===== src/rtl/pmod_stand_spi_solo_arbiter.sv =====
// -----------------------------------------------------------------------------
// pmod_stand_spi_solo_arbiter
//   Round-robin lock arbiter that lets two PMOD drivers (requester 0 = ACL2,
//   requester 1 = CLS) share one standard-SPI solo master. The winner owns the
//   master for a whole command (TX enqueue, go, RX dequeue); its strobes and
//   command geometry are muxed through, and the loser sees all-zero status.
//
//   Optional feature macro: PMOD_SPI_ARB_TIMEOUT_EN
//     defined   -> lock-hold watchdog (TIMEOUT_CYC idle-bus clocks) forces a
//                  release; the evicted requester must drop its lock once
//                  before it may request again.
//     undefined -> ownership ends only when the owner drops its lock.
// -----------------------------------------------------------------------------
module pmod_stand_spi_solo_arbiter #(
    parameter int TX_LEN_BITS   = 11,
    parameter int WAIT_CYC_BITS = 2,
    parameter int RX_LEN_BITS   = 11
`ifdef PMOD_SPI_ARB_TIMEOUT_EN
    ,
    parameter int TIMEOUT_CYC   = 4096
`endif
) (
    input  logic                       i_ext_spi_clk_x,
    input  logic                       i_srst,

    // requester side
    input  logic [1:0]                 i_req_lock,
    output logic [1:0]                 o_req_grant,
    input  logic [1:0]                 i_req_go_stand,
    input  logic [2*TX_LEN_BITS-1:0]   i_req_tx_len,
    input  logic [2*WAIT_CYC_BITS-1:0] i_req_wait_cyc,
    input  logic [2*RX_LEN_BITS-1:0]   i_req_rx_len,
    input  logic [15:0]                i_req_tx_data,
    input  logic [1:0]                 i_req_tx_enqueue,
    output logic [1:0]                 o_req_tx_ready,
    input  logic [1:0]                 i_req_rx_dequeue,
    output logic [7:0]                 o_req_rx_data,
    output logic [1:0]                 o_req_rx_valid,
    output logic [1:0]                 o_req_rx_avail,
    output logic [1:0]                 o_req_spi_idle,

    // master side
    output logic                       o_go_stand,
    output logic [TX_LEN_BITS-1:0]     o_tx_len,
    output logic [WAIT_CYC_BITS-1:0]   o_wait_cyc,
    output logic [RX_LEN_BITS-1:0]     o_rx_len,
    output logic [7:0]                 o_tx_data,
    output logic                       o_tx_enqueue,
    input  logic                       i_tx_ready,
    output logic                       o_rx_dequeue,
    input  logic [7:0]                 i_rx_data,
    input  logic                       i_rx_valid,
    input  logic                       i_rx_avail,
    input  logic                       i_spi_idle
);

    typedef enum logic [1:0] {
        ST_IDLE    = 2'd0,
        ST_OWNED   = 2'd1,
        ST_RELEASE = 2'd2
    } state_t;

    state_t     state, state_next;
    logic [1:0] grant, grant_next;
    logic       last_owner, last_owner_next;
    logic       winner;

    // The grant is one-hot whenever it is non-zero, so bit 1 names the owner.
    logic       owner;
    logic       owner_lock;
    logic       owned;
    logic [1:0] lock_eff;
    logic       timeout_hit;

    assign owner       = grant[1];
    assign owner_lock  = owner ? i_req_lock[1] : i_req_lock[0];
    assign owned       = (state == ST_OWNED);
    assign o_req_grant = grant;

`ifdef PMOD_SPI_ARB_TIMEOUT_EN
    localparam int TO_W = (TIMEOUT_CYC > 1) ? $clog2(TIMEOUT_CYC) : 1;

    logic [TO_W-1:0] to_cnt;
    logic [1:0]      to_block;

    // The watchdog fires on the TIMEOUT_CYC-th idle-bus cycle of one ownership.
    assign timeout_hit = owned && i_spi_idle && (to_cnt == TO_W'(TIMEOUT_CYC - 1));

    // A requester evicted by the watchdog stays masked until it drops its lock.
    assign lock_eff = i_req_lock & ~to_block;

    // Watchdog counter (cleared while unowned, saturating) and eviction mask.
    always_ff @(posedge i_ext_spi_clk_x) begin
        if (i_srst) begin
            to_cnt   <= '0;
            to_block <= 2'b00;
        end else begin
            if (state == ST_IDLE) begin
                to_cnt <= '0;
            end else if (owned && i_spi_idle && (to_cnt != '1)) begin
                to_cnt <= to_cnt + TO_W'(1);
            end
            to_block <= (to_block & i_req_lock) | ({2{timeout_hit}} & grant);
        end
    end
`else
    assign timeout_hit = 1'b0;
    assign lock_eff    = i_req_lock;
`endif

    // State, grant and round-robin pointer registers.
    always_ff @(posedge i_ext_spi_clk_x) begin
        if (i_srst) begin
            state      <= ST_IDLE;
            grant      <= 2'b00;
            last_owner <= 1'b1;            // requester 0 wins the first tie
        end else begin
            // NOTE: state registers use non-blocking assignments so every
            // flop samples the pre-edge value of the others.
            state      <= state_next;
            grant      <= grant_next;
            last_owner <= last_owner_next;
        end
    end

    // Next-state logic: grant from idle, release on lock drop, clear once idle.
    always_comb begin
        // NOTE: every variable gets a default first so no path leaves it
        // unassigned, which would otherwise infer a latch.
        state_next      = state;
        grant_next      = grant;
        last_owner_next = last_owner;
        winner          = 1'b0;

        unique case (state)
            ST_IDLE: begin
                if (i_spi_idle && (lock_eff != 2'b00)) begin
                    winner          = (lock_eff == 2'b11) ? ~last_owner : lock_eff[1];
                    grant_next      = winner ? 2'b10 : 2'b01;
                    last_owner_next = winner;
                    state_next      = ST_OWNED;
                end
            end
            ST_OWNED: begin
                if (!owner_lock || timeout_hit) begin
                    state_next = ST_RELEASE;
                end
            end
            ST_RELEASE: begin
                // Hold the grant until the master has finished any command
                // the owner left behind.
                if (i_spi_idle) begin
                    state_next = ST_IDLE;
                    grant_next = 2'b00;
                end
            end
            default: begin
                state_next = ST_IDLE;
                grant_next = 2'b00;
            end
        endcase
    end

    // Owner-to-master mux; everything toward the master is zero unless owned.
    always_comb begin
        o_go_stand   = 1'b0;
        o_tx_len     = '0;
        o_wait_cyc   = '0;
        o_rx_len     = '0;
        o_tx_data    = 8'h00;
        o_tx_enqueue = 1'b0;
        o_rx_dequeue = 1'b0;

        if (owned) begin
            if (owner) begin
                o_go_stand   = i_req_go_stand[1];
                o_tx_len     = i_req_tx_len[2*TX_LEN_BITS-1:TX_LEN_BITS];
                o_wait_cyc   = i_req_wait_cyc[2*WAIT_CYC_BITS-1:WAIT_CYC_BITS];
                o_rx_len     = i_req_rx_len[2*RX_LEN_BITS-1:RX_LEN_BITS];
                o_tx_data    = i_req_tx_data[15:8];
                o_tx_enqueue = i_req_tx_enqueue[1];
                o_rx_dequeue = i_req_rx_dequeue[1];
            end else begin
                o_go_stand   = i_req_go_stand[0];
                o_tx_len     = i_req_tx_len[TX_LEN_BITS-1:0];
                o_wait_cyc   = i_req_wait_cyc[WAIT_CYC_BITS-1:0];
                o_rx_len     = i_req_rx_len[RX_LEN_BITS-1:0];
                o_tx_data    = i_req_tx_data[7:0];
                o_tx_enqueue = i_req_tx_enqueue[0];
                o_rx_dequeue = i_req_rx_dequeue[0];
            end
        end
    end

    // Master status goes only to the owner bit; the loser always reads zero.
    logic [1:0] status_mask;

    assign status_mask    = owned ? grant : 2'b00;
    assign o_req_tx_ready = status_mask & {2{i_tx_ready}};
    assign o_req_rx_valid = status_mask & {2{i_rx_valid}};
    assign o_req_rx_avail = status_mask & {2{i_rx_avail}};
    assign o_req_spi_idle = status_mask & {2{i_spi_idle}};

    // RX data is shared by both requesters and qualified by o_req_rx_valid.
    assign o_req_rx_data  = owned ? i_rx_data : 8'h00;

endmodule


===== config.mk =====
export PLATFORM = sky130hd
export DESIGN_NAME = pmod_stand_spi_solo_arbiter
export DESIGN_NICKNAME = d
export VERILOG_FILES = /design/src/rtl/pmod_stand_spi_solo_arbiter.sv
export SDC_FILE = /design/constraint.sdc
export NUM_CORES = 1
export LEC_CHECK = 0
export ABC_AREA = 1
export CAP_MARGIN = 40
export CORE_AREA = 2 2 57 72
export DETAILED_ROUTE_END_ITERATION = 12
export DIE_AREA = 0 0 59 74
export HOLD_SLACK_MARGIN = 0.1
export PLACE_DENSITY = 0.85
export REMOVE_ABC_BUFFERS = 1
export SYNTH_ARGS = -nofsm -noshare
export SYNTH_HDL_FRONTEND = slang
export SYNTH_SLANG_ARGS = --single-unit

===== constraint.sdc =====
create_clock -name i_ext_spi_clk_x -period 2 [get_ports i_ext_spi_clk_x]
set_input_delay 0.2 -clock i_ext_spi_clk_x [delete_from_list [all_inputs] [get_ports i_ext_spi_clk_x]]
set_output_delay 0.2 -clock i_ext_spi_clk_x [all_outputs]
set_load 0.03 [all_outputs]

After elaboration in Yosys (flattened, before gate mapping)
Index checks and enable logic that the tools add are counted.

Flip-flop bits (word level): 5. Bits of input ports: 86. Output and inout bits: 53.

Equal/unequal tests: 6. Mux-type cells: 25. Bitwise operators: 6. Reductions and logical operators: 6.

Operators by type and width (count): 11-bit two-way mux (4); 8-bit two-way mux (3); 2-bit two-way mux (8); 2-bit one-hot mux with 3 select lines (2); 2-bit AND (4); 1-bit two-way mux (8); 2-bit != test (second input constant) (3); 3-bit AND reduction (2); 2-bit equality test (second input constant) (2); 2-bit by 1-bit equality test with 1-bit output (second input constant) (1); 2-bit logical NOT (1); 1-bit NOT (2); 2-bit AND reduction (1); 2-bit nonzero test (1); 1-bit logical AND (1).

Depth between registers and ports, before layout
Gate-level depths: netlist (run 1).

Depth after elaboration: 5. Depth in mapped cells: 7. Mapped depth without buffers: 7.

Worst setup path after synthesis (run 1)
No wires, ideal clock.

Path type: register to output. Start: register grant[1] (netlist: o_req_grant[1]). End: output o_rx_len[0]. Data arrival time: 1.440 ns. Data required time: 1.800 ns. Setup slack: 0.360 ns. Cell stages (with the launch flop): 5. Path through: dfxtp_1 > buf_4 > buf_6 > nand2_1 > a21oi_1.

Longest elaborated chain between the ends: 2.

RTL lines: from (decl) (RTL line 64) `logic [1:0] grant, grant_next;`; from (signal assigned) (RTL line 121) `grant <= grant_next;`; 11-bit two-way mux (RTL line 175) `if (owner) begin`; 11-bit two-way mux (RTL line 174) `if (owned) begin`; to (decl) (RTL line 46) `output logic [RX_LEN_BITS-1:0] o_rx_len,`.

Every way passes these cells.

Worst setup path after layout (run 1)
Start: register grant[1] (netlist: o_req_grant[1]). End: output o_go_stand.

Longest elaborated chain between the ends: 2.

RTL lines: 1-bit two-way mux (RTL line 175); 1-bit two-way mux (RTL line 174); to (decl) (RTL line 43) `output logic o_go_stand,`.

Every way passes these cells.

==> reports/qor.yml, run 1 <==
global_routing:
  grt_start_max_net_pins: 41
  gr-total-overflow: 0
  grt_pass1_vias: 1365
  grt_pass1_wl_um: 6450
  antenna_found_initial: 0
  grt.total_usage_pct: 18.9
logic_synthesis:
  yosys_register_bits: 5
  ys_top_cells_by_area: "nand2_1 35%, a21oi_1 23%, dfxtp_1 12%, nor2_1 8.7%, inv_1 7.8%"
  ys_types: 13
  synth_warnings: 0
  synth.avg_cell_area_um2: 4.68
  syn_area_um2: 861
  synthDominantCellAreaShare_pct: 35.3
  yosysTopAreaCell: "nand2_1"
  synth-seq-area-share_pct: 11.6
  syn_inst: 184
timing:
  setup_viol_count_final: 0
  max_freq_mhz: 514
  maxSlewHeadroom_pct: 74.9
  skew_ps: 3.55
  finalMaxSlewViolations: 0
  fin_crit_ps: 1940
  period_share_pct: 97.2
  rsz0062_at_grt: "no"
  final-hold-violation-count: 0
  tightest_slew_ps: 375
floorplanning:
  die_w_um: 59
  coreArea_um2: 3690
  die_h_um: 74
  start_util_pct: 23.3
  rows: 25
  die_area_um2: 4370
  pin_count: 139
cells_and_area:
  syn2layout_area_growth_pct: 178
  drive_gt1_share_pct: 7.79
  final_common_cell: "clkdlybuf4s50_1"
  utilization_pct: 64.9
  final_cell_mix: "104 x clkdlybuf4s50_1, 81 x nand2_1, 39 x a21oi_1, 20 x nor2_1, 20 x dlymetal6s2s_1"
  nets: 408
  n_antenna_cell: 0
  final_cells: 361
drt:
  routed_wl_um: 4700
  wl_per_cell_um: 13.0
  drc: 0
  drtIter0Drc: 73
  antenna_left: 0
  drt-vias-per-instance: 4.60
  vias: 1662
  firstDrtPassIters: 4
clocking:
  cts_hold_buf: 0
  clock_latency_ps: 220
  cts_root_buffer: "clkbuf_8"
  cts_sinks: 5
  cts_max_path_buffers: 2
  post_cts.repair.setup_buffers: 0
  cts_made_buffers: 3
  clk_pin_slew_ps: 40
  cts_tree: "built"
  cts-htree-levels: 1
  post_cts_resized: 0
worst_setup_path:
  path_class: "reg -> out"
  endpoint_kind: "primary output"
  worst_setup_path_start_kind: "flip-flop"
  reg2reg_from: "state[1]$_SDFFE_PP0P_"
  r2r_end: "o_req_grant[1]$_SDFFE_PP0P_"
  r2r_cells: 8
  required_ps: 1800
  r2r_slack_ps: 880
  cp_max_fo: 40
  cp_data_arrival_time_ps: 1740
placement:
  routabilityCongestion: 0.842
  dp.cells: 357
  hpwl_um: 3770
  io_buffers: 138
pwr:
  irDropWorstVdd_uv: 475
  power.density_nw_per_um2: 426
  leakage_nw: 1.39
hold_path:
  whs_path_depth: 2
  hold_start: "last_owner$_SDFFE_PP1P_"
  min_to: "last_owner$_SDFFE_PP1P_"
  min_path_type: "reg -> reg"
flow_run:
  drv_cap: 0
outcome:
  outcome: "finished, final reports clean"
[how the worst max path moves through the flow]
| stage | from | endpoint | cells past startpoint |
|---|---|---|---|
| floorplan | o_req_grant[1]$_SDFFE_PP0P_ | o_go_stand | 3 |
| global placement | i_req_wait_cyc[3] | o_wait_cyc[1] | 4 |
| detailed placement | i_req_rx_len[20] | o_rx_len[9] | 4 |
| finish | o_req_grant[1]$_SDFFE_PP0P_ | o_go_stand | 4 |
| global route | o_req_grant[1]$_SDFFE_PP0P_ | o_rx_len[0] | 4 |
| CTS | o_req_grant[1]$_SDFFE_PP0P_ | o_rx_len[9] | 4 |
[flip-flops by register name, indices dropped and copies added (netlist names)]
register and count:
o_req_grant 2, last_owner 1, state 2
[cells in the mapped netlist]
library cell  instances
dfxtp_1               5
o211ai_1              2
nand2_2               1
nor2_1               20
o21ai_1               2
buf_6                 1
buf_4                 1
inv_1                18
nand2_1              81
buf_2                 9
nand3_1               4
a21oi_1              39
inv_2                 1
[cell families after synthesis]
kind of cell	synth area share (%)
simple gates	47.1
flops	11.6
compound gates	25.6
buf+inv	15.7
[critical path, stage by stage (launching register included)]
cell,delay [ps]
dfxtp_1,380
buf_12,220
nand2_1,70
a21oi_1,150
clkdlybuf4s50_1,680
[final cells by class]
cell class | count | area (um2)
clock buffer | 4 | 45.0
fill | 328 | 1290
inverter | 19 | 71.3
multi-input combinational | 149 | 626
sequential | 5 | 100
tap | 40 | 50.0
timing repair buffer | 144 | 1500
[power breakdown]
group | switching, mW | total (mW) | leakage (nW) | internal (mW)
registers | 0.00906 | 0.121 | 0.0413 | 0.112
logic | 0.363 | 0.710 | 1.33 | 0.347
clock network | 0.0520 | 0.189 | 0.0228 | 0.137
total | 0.424 | 1.02 | 1.39 | 0.596
[metrics by stage]
stage | setup slack, ps | power, mW | area (um2) | setup TNS [ps] | hold WS [ps]
after floorplan | -65.5 | 0.445 | 797 | -2290 | 269
after global placement | 233 | 0.829 | 2300 | 0 | 467
after detailed placement | 211 | 0.839 | 2300 | 0 | 474
after CTS | 11.4 | 1.03 | 2350 | 0 | 486
after global routing | 0.540 | 1.08 | 2400 | 0 | 506
final | 55.8 | 1.02 | 2400 | 0 | 485
[metal layers]
layer | routed length, um | global-route usage, %
met5 | 0 | 0
met1 | 1670 | 19.6
met2 | 2510 | 36.2
met4 | 93 | 7.32
met3 | 424 | 4.00
(Power assumes the default switching activity.)
==> run 2, diff against run 1 <==
--- a/config.mk
+++ b/config.mk
@@ -8,11 +8,13 @@
 export ABC_AREA = 1
 export CAP_MARGIN = 40
 export CORE_AREA = 2 2 57 72
+export CTS_CLUSTER_SIZE = 10
 export DETAILED_ROUTE_END_ITERATION = 12
 export DIE_AREA = 0 0 59 74
 export HOLD_SLACK_MARGIN = 0.1
 export PLACE_DENSITY = 0.85
 export REMOVE_ABC_BUFFERS = 1
+export SLEW_MARGIN = 20
 export SYNTH_ARGS = -nofsm -noshare
 export SYNTH_HDL_FRONTEND = slang
 export SYNTH_SLANG_ARGS = --single-unit
==> results of run 2 <==
Final layout, timing and power as in run 1 (identical DEF).
